File: config.mk
export PLATFORM = sky130hd
export DESIGN_NAME = sm_product_accumulator
export DESIGN_NICKNAME = d
export VERILOG_FILES = /design/src/rtl/sm_product_accumulator.sv
export SDC_FILE = /design/constraint.sdc
export NUM_CORES = 1
export LEC_CHECK = 0
export CAP_MARGIN = 0
export CORE_MARGIN = 2
export CORE_UTILIZATION = 52
export CTS_CLUSTER_SIZE = 20
export DETAILED_ROUTE_END_ITERATION = 6
export PLACE_DENSITY = 0.85
export SYNTH_ARGS = -nofsm -noshare
export SYNTH_HDL_FRONTEND = slang
export SYNTH_SLANG_ARGS = --single-unit
File: constraint.sdc
create_clock -name clk -period 4.1 [get_ports clk]
set_input_delay 0.82 -clock clk [delete_from_list [all_inputs] [get_ports clk]]
set_output_delay 0.82 -clock clk [all_outputs]
set_load 0.005 [all_outputs]
File: src/rtl/sm_product_accumulator.sv
// Saturating dot-product accumulator for the PE datapath.
// Sums signed products until the last beat, then holds the result until it is consumed.
module sm_product_accumulator #(
  parameter int DATA_W = 32,
  parameter int ACC_W  = 32,
  parameter int CNT_W  = 16
) (
  input  logic              clk,
  input  logic              rst_n,
  input  logic              clear,
  input  logic              in_valid,
  output logic              in_ready,
  input  logic [DATA_W-1:0] in_data,
  input  logic              in_last,
  output logic              out_valid,
  input  logic              out_ready,
  output logic [ACC_W-1:0]  out_data,
  output logic [CNT_W-1:0]  out_count,
  output logic              out_ovf
);

  typedef enum logic {ACCUM, DONE} state_t;

  localparam logic [ACC_W-1:0] POS_MAX =
    {1'b0, {(ACC_W-1){1'b1}}};
  localparam logic [ACC_W-1:0] NEG_MIN =
    {1'b1, {(ACC_W-1){1'b0}}};

  state_t             state_q, state_d;
  logic [ACC_W-1:0]   acc_q, acc_d;
  logic [CNT_W-1:0]   cnt_q, cnt_d;
  logic               ovf_q, ovf_d;
  logic signed [ACC_W-1:0] ext;
  logic [ACC_W:0]     sum;
  logic               pos_ovf, neg_ovf;
  logic               accept, consume;

  assign ext = ACC_W'($signed(in_data));
  assign sum = {acc_q[ACC_W-1], acc_q} + {ext[ACC_W-1], ext};
  // Sign bits of the wide sum disagree only on overflow.
  assign pos_ovf = ~sum[ACC_W] & sum[ACC_W-1];
  assign neg_ovf = sum[ACC_W] & ~sum[ACC_W-1];

  assign in_ready  = (state_q == ACCUM) & ~clear;
  assign out_valid = (state_q == DONE);
  assign accept    = in_valid & in_ready;
  assign consume   = out_valid & out_ready & ~clear;

  assign out_data  = acc_q;
  assign out_count = cnt_q;
  assign out_ovf   = ovf_q;

  always_comb begin
    state_d = state_q;
    acc_d   = acc_q;
    cnt_d   = cnt_q;
    ovf_d   = ovf_q;
    unique case (1'b1)
      clear, consume: begin
        state_d = ACCUM;
        acc_d   = '0;
        cnt_d   = '0;
        ovf_d   = 1'b0;
      end
      accept: begin
        unique case (1'b1)
          pos_ovf: acc_d = POS_MAX;
          neg_ovf: acc_d = NEG_MIN;
          default: acc_d = sum[ACC_W-1:0];
        endcase
        ovf_d = ovf_q | pos_ovf | neg_ovf;
        if (cnt_q != '1) cnt_d = cnt_q + CNT_W'(1);
        if (in_last) state_d = DONE;
      end
      default: ;
    endcase
  end

  always_ff @(posedge clk or negedge rst_n) begin
    if (!rst_n) begin
      state_q <= ACCUM;
      acc_q   <= '0;
      cnt_q   <= '0;
      ovf_q   <= 1'b0;
    end else begin
      state_q <= state_d;
      acc_q   <= acc_d;
      cnt_q   <= cnt_d;
      ovf_q   <= ovf_d;
    end
  end

endmodule

; After elaboration in Yosys (flattened, before gate mapping)
; Index checks and enable logic that the tools add are counted.
[op_classes]
reduce_logical = 4
n_addsub = 2
n_mux = 7
eq_ne = 3
bitwise = 12
[ops]
columns = operator, n
row1 = 32-bit one-hot mux with 2 select lines, 2
row2 = 32-bit by 32-bit adder with 33-bit output, 1
row3 = 16-bit one-hot mux with 2 select lines, 1
row4 = "16-bit by 1-bit adder with 16-bit output, second input constant", 1
row5 = 16-bit two-way mux, 1
row6 = "16-bit != test, second input constant", 1
row7 = 1-bit AND, 6
row8 = 1-bit inverter, 4
row9 = 1-bit one-hot mux with 2 select lines, 2
row10 = 2-bit AND reduction, 2
row11 = "2-bit by 1-bit != test with 1-bit output, second input constant", 1
row12 = "2-bit != test, second input constant", 1
row13 = 1-bit bitwise OR, 2
row14 = 2-bit nonzero test, 1
row15 = 2-bit OR reduction, 1
row16 = 1-bit two-way mux, 1
[totals]
ff_bits = 50
out_inout_bits = 51
word_cells = 32

; Logic depth before layout (Yosys ltp)
; Gate-level depths: netlist of run 1.
[depth]
depth_word = 6
mapped_depth = 17
mapped_depth_nobuf = 16

; Worst setup path after synthesis of run 1
; OpenSTA, ideal clock, no wires.
[synth_timing]
kind = input-to-reg
startpoint = input port in_data[0]
endpoint = register acc_q[10], in the netlist out_data[10]
n_path_buf = 2
arrival_time_ns = 4.000
stages = 15
setup_slack_ns = -0.018
cell_sequence = ha_1 -> fa_1 -> a211oi_2 -> o21bai_4 -> a221oi_1 -> o211a_1 -> o31ai_4 -> o21ai_1 -> a22o_1 -> ha_1 -> clkbuf_1 -> o21ai_1 -> clkbuf_1 -> a21oi_1 -> a21o_1
[synth_via]
elab_chain_cells = 5
elab_cells_between_ends = 7
classes_between = add/sub (1) / mux (2) / bitwise (4)
[synth_lines]
columns = item, line_no
row1 = "start, declared", 13  ; input logic [DATA_W-1:0] in_data,
row2 = 32-bit by 32-bit adder with 33-bit output (*), 39  ; assign sum = {acc_q[ACC_W-1], acc_q} + {ext[ACC_W-1], ext};
row3 = 1-bit inverter (on tied branches), "42, 41"
row4 = 1-bit AND (on tied branches), "42, 41"
row5 = 32-bit one-hot mux with 2 select lines (*), 66  ; unique case (1'b1)
row6 = 32-bit one-hot mux with 2 select lines (*), 58  ; unique case (1'b1)
row7 = "end signal, assigned", 82  ; acc_q <= '0;
row8 = "end signal, assigned", 87  ; acc_q <= acc_d;
row9 = "end, declared", 30  ; logic [ACC_W-1:0] acc_q, acc_d;
; Every way passes the cells marked *; elsewhere a longest branch is shown, timed or not.
; A chain may end at the register's enable or synchronous reset.

; Worst setup path in the final report of run 1
[layout_timing]
startpoint = input port in_data[14]
endpoint = register acc_q[28], in the netlist out_data[28]
; The elaborated chain is that of the path after synthesis.

==> reports/metrics.yaml, run 1 <==
ios: 89
place_hpwl_mm: 9.03
synthCells: 467
clock-sinks: 50
critPathCaptureType: "flip-flop"
place_ws_ns: -0.308
clk_latency_ns: 0.31
fillerInstances: 562
fmax_ghz: 0.250
start_util: 0.534
fin_tns_setup_ns: 0
htreeDepth: 2
reg2reg_slack_ns: 0.56
overflow: 0
r2r_cells: 17
ys_seq_area_frac: 0.303
synth_top_cell_area_share: 0.303
clock_path_buffers: 2
chipHeight_um: 93.1
grt_pass1_vias: 4007
arrival_ns: 4.21
fin_crit_ns: 3.99
io_buffers: 88
worstMarginPinSlew_ns: 0.683
startpoint_type: "primary input"
drcViolationCount: 0
grt_pass1_wl_mm: 19.3
cts_buffers: 5
final_antenna_net_count: 0
final_common_cell: "clkdlybuf4s50_1"
insertedDiodeCount: 0
num_vias: 4170
rows: 32
holdPathStages: 1
hp-class: "flip-flop to flip-flop"
yosys.area.top_type: "dfrtp_1"
fin_crit_sh: 0.974
synth_edf_count: 0
synthDistinctLibCells: 62
synthFlopType: "dfrtp_1"
gp_congestion: 0.971
grt_max_degree: 51
final_cell_mix: "clkdlybuf4s50_1, a21oi_1, buf_4"
chipWidth_um: 93.1
hold_start: "out_data[15]"
drtIter0Drc: 339
ys_top_cells_by_area: "dfrtp_1, ha_1, a21oi_1, a21o_1, xnor2_1"
syn-mean-instance-area_um2: 8.84
core_um2: 7730
r2r-start: "out_data[0]"
syn_to_final_growth_pct: 37.0
leakage_nw: 2.62
yosys_warnings: 0
cts_tree: "done"
slew_violations: 0
required_ns: 4.31
path_clk_slew_ns: 0.10
wirelength_mm: 12.1
synth-seq-cells: 50
die_area_um2: 8670
layout_setup_ws_ns: 0.106
cts-root-buf: "clkbuf_8"
antenna_found_initial: 0
worst-setup-path-type: "primary input to flip-flop"
finalSetupViolations: 0
finalHoldViolations: 0
routedWlPerCell_um: 17.3
synth_nets: 541
grt_use_total: 0.278
path_max_fanout: 5
dr.pass1.iters: 5
status: "finished clean"
ir_drop_uv: 362
fin_skew_ns: 0.0120
regArea_um2: 1250
holdPathEnd: "out_data[15]"
drive_gt1_frac: 0.164
avgViaCountPerCell: 5.97
synthArstFlopShare: 1.00
final_nets: 671
maxCapViolCount: 0
multiInputGateArea_um2: 2810
reg2reg_to: "out_data[23]"
syn_area_um2: 4130
p_per_area_nw_per_um2: 637
relSlewSlack: 0.545
[synthesized netlist by cell type (2+ instances only)]
| cell | count |
|---|---|
| nand3_1 | 12 |
| o21ai_1 | 3 |
| a21oi_1 | 54 |
| a21o_2 | 4 |
| a31oi_1 | 2 |
| inv_1 | 8 |
| or3_1 | 2 |
| o31ai_1 | 4 |
| a21o_1 | 26 |
| a21boi_0 | 2 |
| a211oi_1 | 5 |
| clkbuf_1 | 13 |
| and2_1 | 4 |
| a21oi_2 | 2 |
| nor2_1 | 43 |
| nor2b_1 | 4 |
| a211oi_2 | 2 |
| mux2i_1 | 2 |
| nand2_1 | 39 |
| o21a_1 | 3 |
| xnor2_1 | 21 |
| dfrtp_1 | 50 |
| and4_1 | 5 |
| o21bai_1 | 6 |
| o21ai_0 | 30 |
| xor2_1 | 18 |
| o31ai_4 | 3 |
| ha_1 | 35 |
| and3_1 | 6 |
| a22o_1 | 5 |
| nand2b_1 | 2 |
| nor3_1 | 5 |
| a2111oi_0 | 2 |
| buf_4 | 3 |
| nand4_1 | 13 |
| buf_6 | 3 |
[layout make-up]
class                           instances  share of cell area
Clock inverter                          1             0.00531
Timing Repair Buffer                  145               0.234
Sequential cell                        50               0.221
Tap cell                              102              0.0226
Inverter                                8             0.00531
Clock buffer                            6              0.0146
Multi-Input combinational cell        387               0.497
[power by group]
| part | internal, mW | switching (mW) | leakage (nW) |
|---|---|---|---|
| clock | 0.196 | 0.171 | 0.0573 |
| combinational | 1.23 | 1.26 | 1.89 |
| sequential | 0.621 | 0.123 | 0.677 |
[critical path, cell delays in order]
cell and delay [ns]:
clkdlybuf4s50_1 0.42, ha_1 0.35, a21oi_1 0.22, o21ai_0 0.17
a41oi_1 0.41, o41ai_4 0.18, a21boi_4 0.22, o31ai_4 0.10
buf_4 0.15, xnor2_2 0.19, ha_4 0.19, buf_4 0.13
nor2_4 0.05, nor2_4 0.13, buf_6 0.14, o21ai_0 0.08
o31ai_1 0.27
[registers in the layout (all words and copies together), names as in the netlist]
signal / flops
out_data: 32
out_count: 16
out_ovf: 1
out_valid: 1
[cells by family after synthesis]
| family | Yosys count | synth area share |
|---|---|---|
| compound gates | 167 | 0.291 |
| simple gates | 143 | 0.169 |
| flops | 50 | 0.303 |
| xor+xnor | 39 | 0.0827 |
| fa+ha+maj | 36 | 0.111 |
| buf+inv | 30 | 0.0385 |
| mux | 2 | 0.00485 |
[worst max-delay path by stage]
stage | startpoint | endpoint | cells after the start
after floorplan | in_data[0] | out_data[23] | 14
after global placement | in_data[0] | out_data[18] | 15
after detailed placement | in_data[0] | out_data[23] | 17
after CTS | in_data[0] | out_data[28] | 17
after global routing | in_data[14] | out_data[28] | 16
final | in_data[14] | out_data[28] | 17
[through the flow]
stage / std cells / power [mW] / hold slack, ns / instance area [µm²] / util
6_report: 699 / 3.60 / 0.514 / 5660 / 0.732
5_1_grt: 699 / 3.84 / 0.532 / 5660 / 0.732
4_1_cts: 698 / 3.41 / 0.513 / 5540 / 0.716
3_5_place_dp: 691 / 3.04 / 0.496 / 5420 / 0.702
3_3_place_gp: 691 / 2.97 / 0.484 / 5420 / 0.702
2_1_floorplan: 467 / 2.08 / 0.473 / 4130 / -
[repair_timing]
item                                    in CTS  in global routing
hold buffers                                 0                  0
resized for setup                            0                 23
hold endpoints to repair                     0                  0
setup buffers                                0                  1
endpoints found under the setup margin       0                 31
[routing by layer]
layer | global-route usage | part of all wire | routed length [µm]
met5 | 0 | 0 | 0
met2 | 0.469 | 0.48 | 5840
met4 | 0.0760 | 0.015 | 176
met1 | 0.376 | 0.44 | 5260
met3 | 0.0395 | 0.066 | 800
No activity file was read; power rests on OpenSTA's default activity.
==> inputs of run 2 (changes only) <==
--- a/config.mk
+++ b/config.mk
@@ -7,10 +7,11 @@
 export LEC_CHECK = 0
 export CAP_MARGIN = 0
 export CORE_MARGIN = 2
-export CORE_UTILIZATION = 52
+export CORE_UTILIZATION = 65
 export CTS_CLUSTER_SIZE = 20
 export DETAILED_ROUTE_END_ITERATION = 6
-export PLACE_DENSITY = 0.85
+export DONT_BUFFER_PORTS = 1
+export PLACE_DENSITY = 0.84
 export SYNTH_ARGS = -nofsm -noshare
 export SYNTH_HDL_FRONTEND = slang
 export SYNTH_SLANG_ARGS = --single-unit
==> reports/metrics.yaml, run 2 (same netlist as run 1, synthesis figures left out) <==
start_util: 0.662  # was 0.534
clock-sinks: 50  # unchanged
routedWlPerCell_um: 18.5  # was 17.3 µm
r2r_cells: 14  # was 17
cts_tree: "done"  # unchanged
drtIter0Drc: 194  # was 339
layout_setup_ws_ns: 0.251  # was 0.106 ns
dr.pass1.iters: 5  # unchanged
relSlewSlack: 0.554  # was 0.545
fillerInstances: 499  # was 562
num_vias: 3570  # was 4170
leakage_nw: 2.03  # was 2.62 nW
reg2reg_slack_ns: 0.32  # was 0.56 ns
rows: 29  # was 32
drive_gt1_frac: 0.0846  # was 0.164
final_common_cell: "a21oi_1"  # was clkdlybuf4s50_1
worst-setup-path-type: "primary input to flip-flop"  # unchanged
reg2reg_to: "out_data[6]"  # was out_data[23]
cpLargestDelayFamily: "compound AO/OA/AOI/OAI gates"  # unchanged
grt_pass1_vias: 3381  # was 4007
syn_to_final_growth_pct: 3.39  # was 37.0%
ir_drop_uv: 355  # was 362 µV
htreeDepth: 2  # unchanged
wirelength_mm: 9.96  # was 12.1 mm
grt_max_degree: 51  # unchanged
holdWs_ns: 0.186  # was 0.514 ns
fin_tns_setup_ns: 0  # unchanged
drcViolationCount: 0  # unchanged
fmax_ghz: 0.260  # was 0.250 GHz
finalSetupViolations: 0  # unchanged
critPathCaptureType: "flip-flop"  # unchanged
grt_pass1_wl_mm: 16.1  # was 19.3 mm
place_ws_ns: -0.0742  # was -0.308 ns
final_nets: 534  # was 671
arrival_ns: 4.06  # was 4.21 ns
fin_crit_sh: 0.939  # was 0.974
antenna_found_initial: 0  # unchanged
cts_resized: 0  # unchanged
cts_buffers: 5  # unchanged
clock_path_buffers: 2  # unchanged
insertedDiodeCount: 0  # unchanged
r2r-start: "out_data[0]"  # unchanged
startpoint_type: "primary input"  # unchanged
finalPower_mw: 2.81  # was 3.60 mW
required_ns: 4.31  # about the same
fin_skew_ns: 0.0103  # was 0.0120 ns
core_um2: 6240  # was 7730 µm²
cts_hold_buffers: 0  # unchanged
path_max_fanout: 24  # was 5
maxCapViolCount: 0  # unchanged
ios: 89  # unchanged
fin_crit_ns: 3.85  # was 3.99 ns
worstSetupPathDepth: 14  # was 17
worstMarginPinSlew_ns: 0.666  # was 0.683 ns
hp-class: "primary input to asynchronous set/reset pin"  # was flip-flop to flip-flop
overflow: 0  # unchanged
path_buf_inv: 1  # was 4
gp_congestion: 0.936  # was 0.971
chipHeight_um: 83.7  # was 93.1 µm
rsz0062_at_grt: "false"
slew_violations: 0  # unchanged
crit_path_top_delay_cell: "fa_1"  # was clkdlybuf4s50_1
status: "finished clean"  # unchanged
postCtsSetupBuffers: 0  # unchanged
clk_latency_ns: 0.31  # about the same
chipWidth_um: 83.7  # was 93.1 µm
grt_use_total: 0.278  # about the same
final_cell_mix: "a21oi_1, dfrtp_1, nor2_1"  # was clkdlybuf4s50_1, a21oi_1, buf_4
p_per_area_nw_per_um2: 658  # was 637 nW/µm²
place_hpwl_mm: 7.46  # was 9.03 mm
largest_reg_flops: 32  # unchanged
final_antenna_net_count: 0  # unchanged
finalHoldViolations: 0  # unchanged
die_area_um2: 7010  # was 8670 µm²
io_buffers: 0  # was 88
avgViaCountPerCell: 6.64  # was 5.97
path_clk_slew_ns: 0.10  # about the same
critPathMaxStageDelay_ns: 0.45  # was 0.42 ns
cp_cell_sequence: "ha_1 > fa_1 > a211oi_2 > o21bai_4 > a221oi_1 > o211a_1 > o31ai_4 > o21ai_1 > a22o_1 > ha_1 > o21ai_1 > buf_4 > a21oi_1 > a21o_1"  # was clkdlybuf4s50_1 > ha_1 > a21oi_1 > o21ai_0 > a41oi_1 > o41ai_4 > a21boi_4 > o31ai_4 > buf_4 > xnor2_2 > ha_4 > buf_4 > nor2_4 > nor2_4 > buf_6 > o21ai_0 > o31ai_1
cts-root-buf: "clkbuf_8"  # unchanged
run 2: changes by cell type in the layout (fill, tap and decap cells not counted), sizes merged:
cell,previous run,this run
buf,58,8
clkbuf,6,5
clkdlybuf4s50,86,0
clkinv,0,1
dlymetal6s2s,1,0
inv,8,9
run 2: power by group:
group	total, mW	internal [mW]	switching [mW]
registers	0.769	0.621	0.149
logic	1.68	0.683	0.997
clock network	0.360	0.183	0.177
total	2.81	1.49	1.32
run 2: routing by layer:
| metal | vias up | track usage | wire [µm] |
|---|---|---|---|
| met5 | - | 0 | 0 |
| met4 | 0 | 0.117 | 271 |
| met3 | 24 | 0.0663 | 795 |
| met2 | 132 | 0.435 | 4560 |
| met1 | 1718 | 0.372 | 4340 |
| li1 | 1696 | - | - |
run 2: worst max-delay path by stage:
stage,from,end,slack [ns]
after floorplan,in_data[0],out_data[23],0.04
final,in_data[0],out_data[6],0.25
after global routing,in_data[0],out_data[27],0.08
after global placement,in_data[0],out_data[16],0.17
after CTS,in_data[0],out_data[6],0.25
after detailed placement,in_data[0],out_data[6],-0.07
run 2: stage by stage:
stage                     utilization  cell area [µm²]  cells
after CTS                       0.684             4270    538
after global placement          0.666             4160    530
after global routing            0.684             4270    538
after detailed placement        0.666             4160    530
final                           0.684             4270    538
after floorplan                     -             4130    467
run 2: cell type report:
type                            count  area, µm²  share of cell area
Multi-Input combinational cell    387       2720               0.637
Clock inverter                      3       43.8              0.0103
Tap cell                           77       96.3              0.0226
Timing Repair Buffer                8       60.1              0.0141
Sequential cell                    50       1250               0.293
Clock buffer                        5       68.8              0.0161
Inverter                            8       30.0             0.00703
